[src/rtl/pipe_stage_chain.sv]
// Elastic DEPTH-stage register chain with global hold and per-stage flush; stats ports under PIPE_STAGE_CHAIN_STATS_EN.
// Latency DEPTH cycles, one transfer per cycle. out_ready=0 ripples back so bubbles collapse; hold freezes every stage.
module pipe_stage_chain #(
   parameter int WIDTH = 32,
   parameter int DEPTH = 4
) (
   input  logic             clk,
   input  logic             reset,
   input  logic             in_valid,
   input  logic [WIDTH-1:0] in_data,
   output logic             in_ready,
   output logic             out_valid,
   output logic [WIDTH-1:0] out_data,
   input  logic             out_ready,
   input  logic             hold,
   input  logic [DEPTH-1:0] flush_mask
`ifdef PIPE_STAGE_CHAIN_STATS_EN
   ,
   output logic [3:0]       occupancy,
   output logic [15:0]      kill_count
`endif
);

   logic [DEPTH-1:0] stageVld;
   logic [DEPTH-1:0] stageVldNext;
   logic [DEPTH-1:0] move;
   logic [DEPTH:0]   take;
   logic [WIDTH-1:0] stageDat [DEPTH];
   logic             accept;

   always_comb begin
      take        = '0;
      move        = '0;
      take[DEPTH] = out_ready;
      for (int i = DEPTH - 1; i >= 0; i--) begin
         move[i] = stageVld[i] & take[i+1];
         take[i] = ~stageVld[i] | move[i];
      end
   end

   // reset gates in_ready so nothing is offered while the chain is held cleared
   assign in_ready  = take[0] & ~hold & reset;
   assign out_valid = stageVld[DEPTH-1] & ~hold;
   assign out_data  = stageDat[DEPTH-1];
   assign accept    = in_valid & in_ready;

   always_comb begin
      stageVldNext = stageVld & ~flush_mask;
      if (!hold) begin
         if (move[0]) stageVldNext[0] = 1'b0;
         if (accept)  stageVldNext[0] = 1'b1;
         for (int i = 1; i < DEPTH; i++) begin
            if (move[i])   stageVldNext[i] = 1'b0;
            if (move[i-1]) stageVldNext[i] = ~flush_mask[i-1];
         end
      end
   end

   always_ff @(posedge clk or negedge reset) begin
      if (!reset) stageVld <= '0;
      else        stageVld <= stageVldNext;
   end

   always_ff @(posedge clk) begin
      if (accept) stageDat[0] <= in_data;
      for (int i = 1; i < DEPTH; i++) begin
         if (move[i-1] && !hold) stageDat[i] <= stageDat[i-1];
      end
   end

`ifdef PIPE_STAGE_CHAIN_STATS_EN
   logic [3:0]  occCnt;
   logic [3:0]  killNum;
   logic [15:0] killCnt;
   logic [16:0] killSum;

   // the oldest entry leaving on out_ready is a transfer, not a kill
   always_comb begin
      occCnt  = '0;
      killNum = '0;
      for (int i = 0; i < DEPTH; i++) begin
         if (stageVld[i]) occCnt = occCnt + 4'd1;
      end
      for (int i = 0; i < DEPTH - 1; i++) begin
         if (stageVld[i] && flush_mask[i]) killNum = killNum + 4'd1;
      end
      if (stageVld[DEPTH-1] && flush_mask[DEPTH-1] && !(move[DEPTH-1] && !hold))
         killNum = killNum + 4'd1;
      killSum = {1'b0, killCnt} + {13'd0, killNum};
   end

   always_ff @(posedge clk or negedge reset) begin
      if (!reset)          killCnt <= '0;
      else if (killSum[16]) killCnt <= 16'hFFFF;
      else                  killCnt <= killSum[15:0];
   end

   assign occupancy  = occCnt;
   assign kill_count = killCnt;
`endif

endmodule
[config.mk]
export PLATFORM = sky130hd
export DESIGN_NAME = pipe_stage_chain
export DESIGN_NICKNAME = d
export VERILOG_FILES = /design/src/rtl/pipe_stage_chain.sv
export SDC_FILE = /design/constraint.sdc
export NUM_CORES = 1
export LEC_CHECK = 0
export CORE_AREA = 2 2 99 101
export CTS_BUF_LIST = sky130_fd_sc_hd__clkbuf_4 sky130_fd_sc_hd__clkbuf_8
export CTS_CLUSTER_SIZE = 30
export DETAILED_ROUTE_END_ITERATION = 8
export DIE_AREA = 0 0 101 103
export PLACE_DENSITY_LB_ADDON = 0.3
export REMOVE_ABC_BUFFERS = 1
export SYNTH_ARGS = -nofsm -noshare
export SYNTH_HDL_FRONTEND = slang
export SYNTH_SLANG_ARGS = --single-unit
[constraint.sdc]
create_clock -name clk -period 4.9 [get_ports clk]
set_input_delay 0.49 -clock clk [delete_from_list [all_inputs] [get_ports clk]]
set_output_delay 0.49 -clock clk [all_outputs]
set_load 0.05 [all_outputs]
# Word level (Yosys, flattened, before mapping)

Memories as Yosys holds them, arrays and structs flattened.
Index checks and enable logic that the tools add are counted.
W data, S select, Z words.

Bits in registers: 4
Memory bits (writable): 128
Output and inout port bits: 34
Word-level logic and storage cells: 45
Memories kept: 1

Muxes and demuxes: 17
Bitwise operators: 22
Reduce and logical (&&, ||, !) cells: 4

Memory list:

| name     | words | width | read ports | clocked after memory_dff | write ports | RTL line | source |
|---|---|---|---|---|---|---|---|
| stageDat | 4     | 32    | 4          | 0                        | 4           | 28       | `logic [WIDTH-1:0] stageDat [DEPTH];` |

Operators with widths:

| cell                | number |
|---|---|
| $mux W1             | 16 |
| $and A1 B1 Y1       | 8 |
| $not A1 Y1          | 8 |
| $and A4 B4 Y4       | 1 |
| $mux W4             | 1 |
| $not A4 Y4          | 1 |
| $or A1 B1 Y1        | 4 |
| $logic_and A1 B1 Y1 | 3 |
| $logic_not A1 Y1    | 1 |

# Longest topological paths before layout

Word-level depth: 13
Mapped depth: 4

# Worst setup path before layout

No wires, ideal clock.

Kind: in2reg
From: in hold
To: mem stageDat[0][0] (enable)
Setup time: 0.392 ns
Arrival time: 2.182 ns
Data required time: 4.508 ns
Slack: 2.326 ns
Stages: 4
Cells stage by stage: buf_2 nand2b_1 a21oi_2 and2_1

RTL lines:

| what            | RTL line | source |
|---|---|---|
| start, declared | 15       | `input logic hold,` |
| end, declared   | 28       |  |

# Final worst setup path

From: in hold
To: out in_ready

Longest elaborated chain between the ends: 3

RTL lines:

| what                        | RTL line | source |
|---|---|---|
| $not A1 Y1                  | 42       | `assign in_ready = take[0] & ~hold & reset;` |
| $and A1 B1 Y1 (2 in series) | 42       |  |
| end, declared               | 11       | `output logic in_ready,` |

Every way passes these cells.

==> out/metrics.yaml <==
unrepaired_setup_endpoints_after_global_routing: "false"
reg2reg_slack_ps: 2980
swShare: 0.196
synth_sequential_area_ratio: 0.963
cts_resized: 0
port-buffer-count: 74
cts_max_path_buffers: 2
grt_antenna_before_repair: 0
power_density_mw_per_mm2: 403
crit_fanout: 9
area_growth_pct: 30.8
multi_input_comb_area_um2: 151
grt_pass1_vias: 1721
synth.yosys.warnings: 0
worst_slew_margin_rel: 0.501
drt.antenna.violating_nets: 0
ctsHoldBuffers: 0
r2r_start: "stageVld[2]"
overflow: 0
postCtsSetupBuffers: 0
worst_clock_skew_ps: 8.49
cp_data_required_time_ps: 4410
worst_margin_pin_slew_ps: 748
layout.core_utilization: 0.567
clock_latency_ps: 420
hold_viol: 0
finish.net_count: 289
post_synth_num_cell_types: 15
core-area_mm2: 0.00946
power_uw: 2160
drt-initial-drc-count: 46
syn_avg_cell_area_um2: 26.4
worst_setup_path_end_kind: "primary output"
most_common_library_cell_in_the_layout_ignoring_fill_and_taps: "sky130_fd_sc_hd__edfxtp_1"
wl_um: 5500
cap_violations: 0
p_leak_uw: 0.00175
floorplan.die_area_mm2: 0.0104
net-switching-power_uw: 424
outcome: "finished, final reports clean"
cts_sinks: 132
setup_viol_count_final: 0
final_design_area_no_fill_mm2: 0.00536
share_comb_of_total_power: 0.027
dr.pass1.iters: 4
share_seq_of_total_power: 0.586
grt_pass1_wl_um: 8230
timing.critical_path.from_type: "input pin"
drc: 0
power_report.internal_total_uw: 1740
avgRoutedWirePerCell_um: 14.7
htree_levels: 4
cts_root_buffer_type: "sky130_fd_sc_hd__clkbuf_8"
core.rowCount: 36
reg2reg_depth: 3
tritoncts.num_buffers: 17
grt_max_degree: 33
antennaDiodeCount: 0
synthesized_instance_count: 155
io-pin-count: 75
drv_slew: 0
finalWeightedCongestion: 0.764
sequential_cell_area_mm2: 0.00394
criticalPathCategory: "in2out"
avgViaCountPerCell: 4.63
gr_usage_total: 0.114
max_freq_mhz: 366
layout.cells.most_common_list: "sky130_fd_sc_hd__edfxtp_1 (128), sky130_fd_sc_hd__clkdlybuf4s50_1 (74), sky130_fd_sc_hd__clkbuf_8 (17)"
arrival_ps: 2240
clock_tree_from_tritoncts: "built"
p_clk_frac: 0.387
floorplan.initialDensity: 0.433
final.hold.worst_slack_ps: 293
min_path_type: "in2async"
detailroute.via_count: 1732
dp_hpwl_um: 3450
period_share: 0.558
fillerInstances: 735
placed_area_mm2: 0.00499
fp.dieW_um: 101
min_period_ps: 2730
synth.cell_area_mm2: 0.00410
die_h_um: 103
rr_endpoint: "stageDat[0][27]"
timing.setup.tns_ps: 0
clk_pin_slew_worst_paths_ps: 70
fraction_of_layout_instances_using_a_drive_strength_above_1: 0.127
irDropWorstVdd_mv: 0.221
ys_seq_elements: 132
-- sequential cells by signal, indices dropped and copies added (netlist names) --
signal,flops
stageDat,128
stageVld,4
-- synthesized netlist by cell type --
library cell	n	area share
sky130_fd_sc_hd__and4b_1	1	0.0024
sky130_fd_sc_hd__dfrtp_1	4	0.024
sky130_fd_sc_hd__a21oi_1	1	0.0012
sky130_fd_sc_hd__nor2_1	2	0.0018
sky130_fd_sc_hd__and2_1	4	0.0061
sky130_fd_sc_hd__edfxtp_1	128	0.94
sky130_fd_sc_hd__nand2b_1	5	0.0076
sky130_fd_sc_hd__o2bb2ai_1	1	0.0021
sky130_fd_sc_hd__and2b_1	1	0.0018
sky130_fd_sc_hd__buf_2	1	0.0012
sky130_fd_sc_hd__o22ai_1	1	0.0015
sky130_fd_sc_hd__nor2b_1	2	0.0031
sky130_fd_sc_hd__a21o_1	1	0.0018
sky130_fd_sc_hd__o32ai_1	2	0.0043
sky130_fd_sc_hd__a21oi_2	1	0.0021
-- per-stage QoR --
stage          cells  worst slack, ps
5_1_grt          374             2060
2_1_floorplan    154             2380
3_3_place_gp     343             2220
4_1_cts          374             2170
6_report         374             2170
3_5_place_dp     343             2170
-- power by group through the flow --
| stage | logic (µW) | registers (µW) | clock network, µW |
|---|---|---|---|
| after floorplan | 13.2 | 1290 | 0 |
| after detailed placement | 60.3 | 1290 | 0 |
| final | 59.0 | 1270 | 837 |
| after global placement | 58.8 | 1290 | 0 |
| after global routing | 62.9 | 1270 | 904 |
| after CTS | 60.4 | 1270 | 856 |
-- worst max path at each step --
stage / from / endpoint / slack [ps] / cells past startpoint
3_3_place_gp: hold / in_ready / 2220 / 4
2_1_floorplan: out_ready / stageDat[0][0] / 2380 / 3
5_1_grt: hold / in_ready / 2060 / 4
3_5_place_dp: hold / in_ready / 2170 / 4
6_report: hold / in_ready / 2170 / 4
4_1_cts: hold / in_ready / 2170 / 4
-- layout make-up --
class,count,share of cell area
clock buffers,17,0.0437
clock inverters,14,0.0259
multi-input cells,22,0.0283
flip-flops and latches,132,0.736
well taps,114,0.0266
repair buffers,75,0.140
-- cell families (layout without fill, tap and decap cells) --
group | after synthesis | in the layout | share of synthesized area
and+or+nand+nor | 15 | 15 | 0.0229
AOI/OAI and AO/OA | 7 | 7 | 0.0131
DFF | 132 | 132 | 0.963
buffers and inverters | 1 | 106 | 0.00122
-- routing by layer --
layer | wire length [µm] | vias to the layer above | track usage | share of wire
li1 | - | 805 | - | -
met4 | 107 | 0 | 0.0748 | 0.019
met3 | 276 | 13 | 0.0434 | 0.050
met1 | 2040 | 852 | 0.114 | 0.37
met2 | 3080 | 62 | 0.198 | 0.56
met5 | 0 | - | 0 | 0
-- worst max-delay path, stage by stage --
cell and delay [ps]:
sky130_fd_sc_hd__clkdlybuf4s50_1 550, sky130_fd_sc_hd__nand2b_1 220, sky130_fd_sc_hd__a21oi_2 150, sky130_fd_sc_hd__clkdlybuf4s50_1 830
Power figures use the tool's default switching activity.
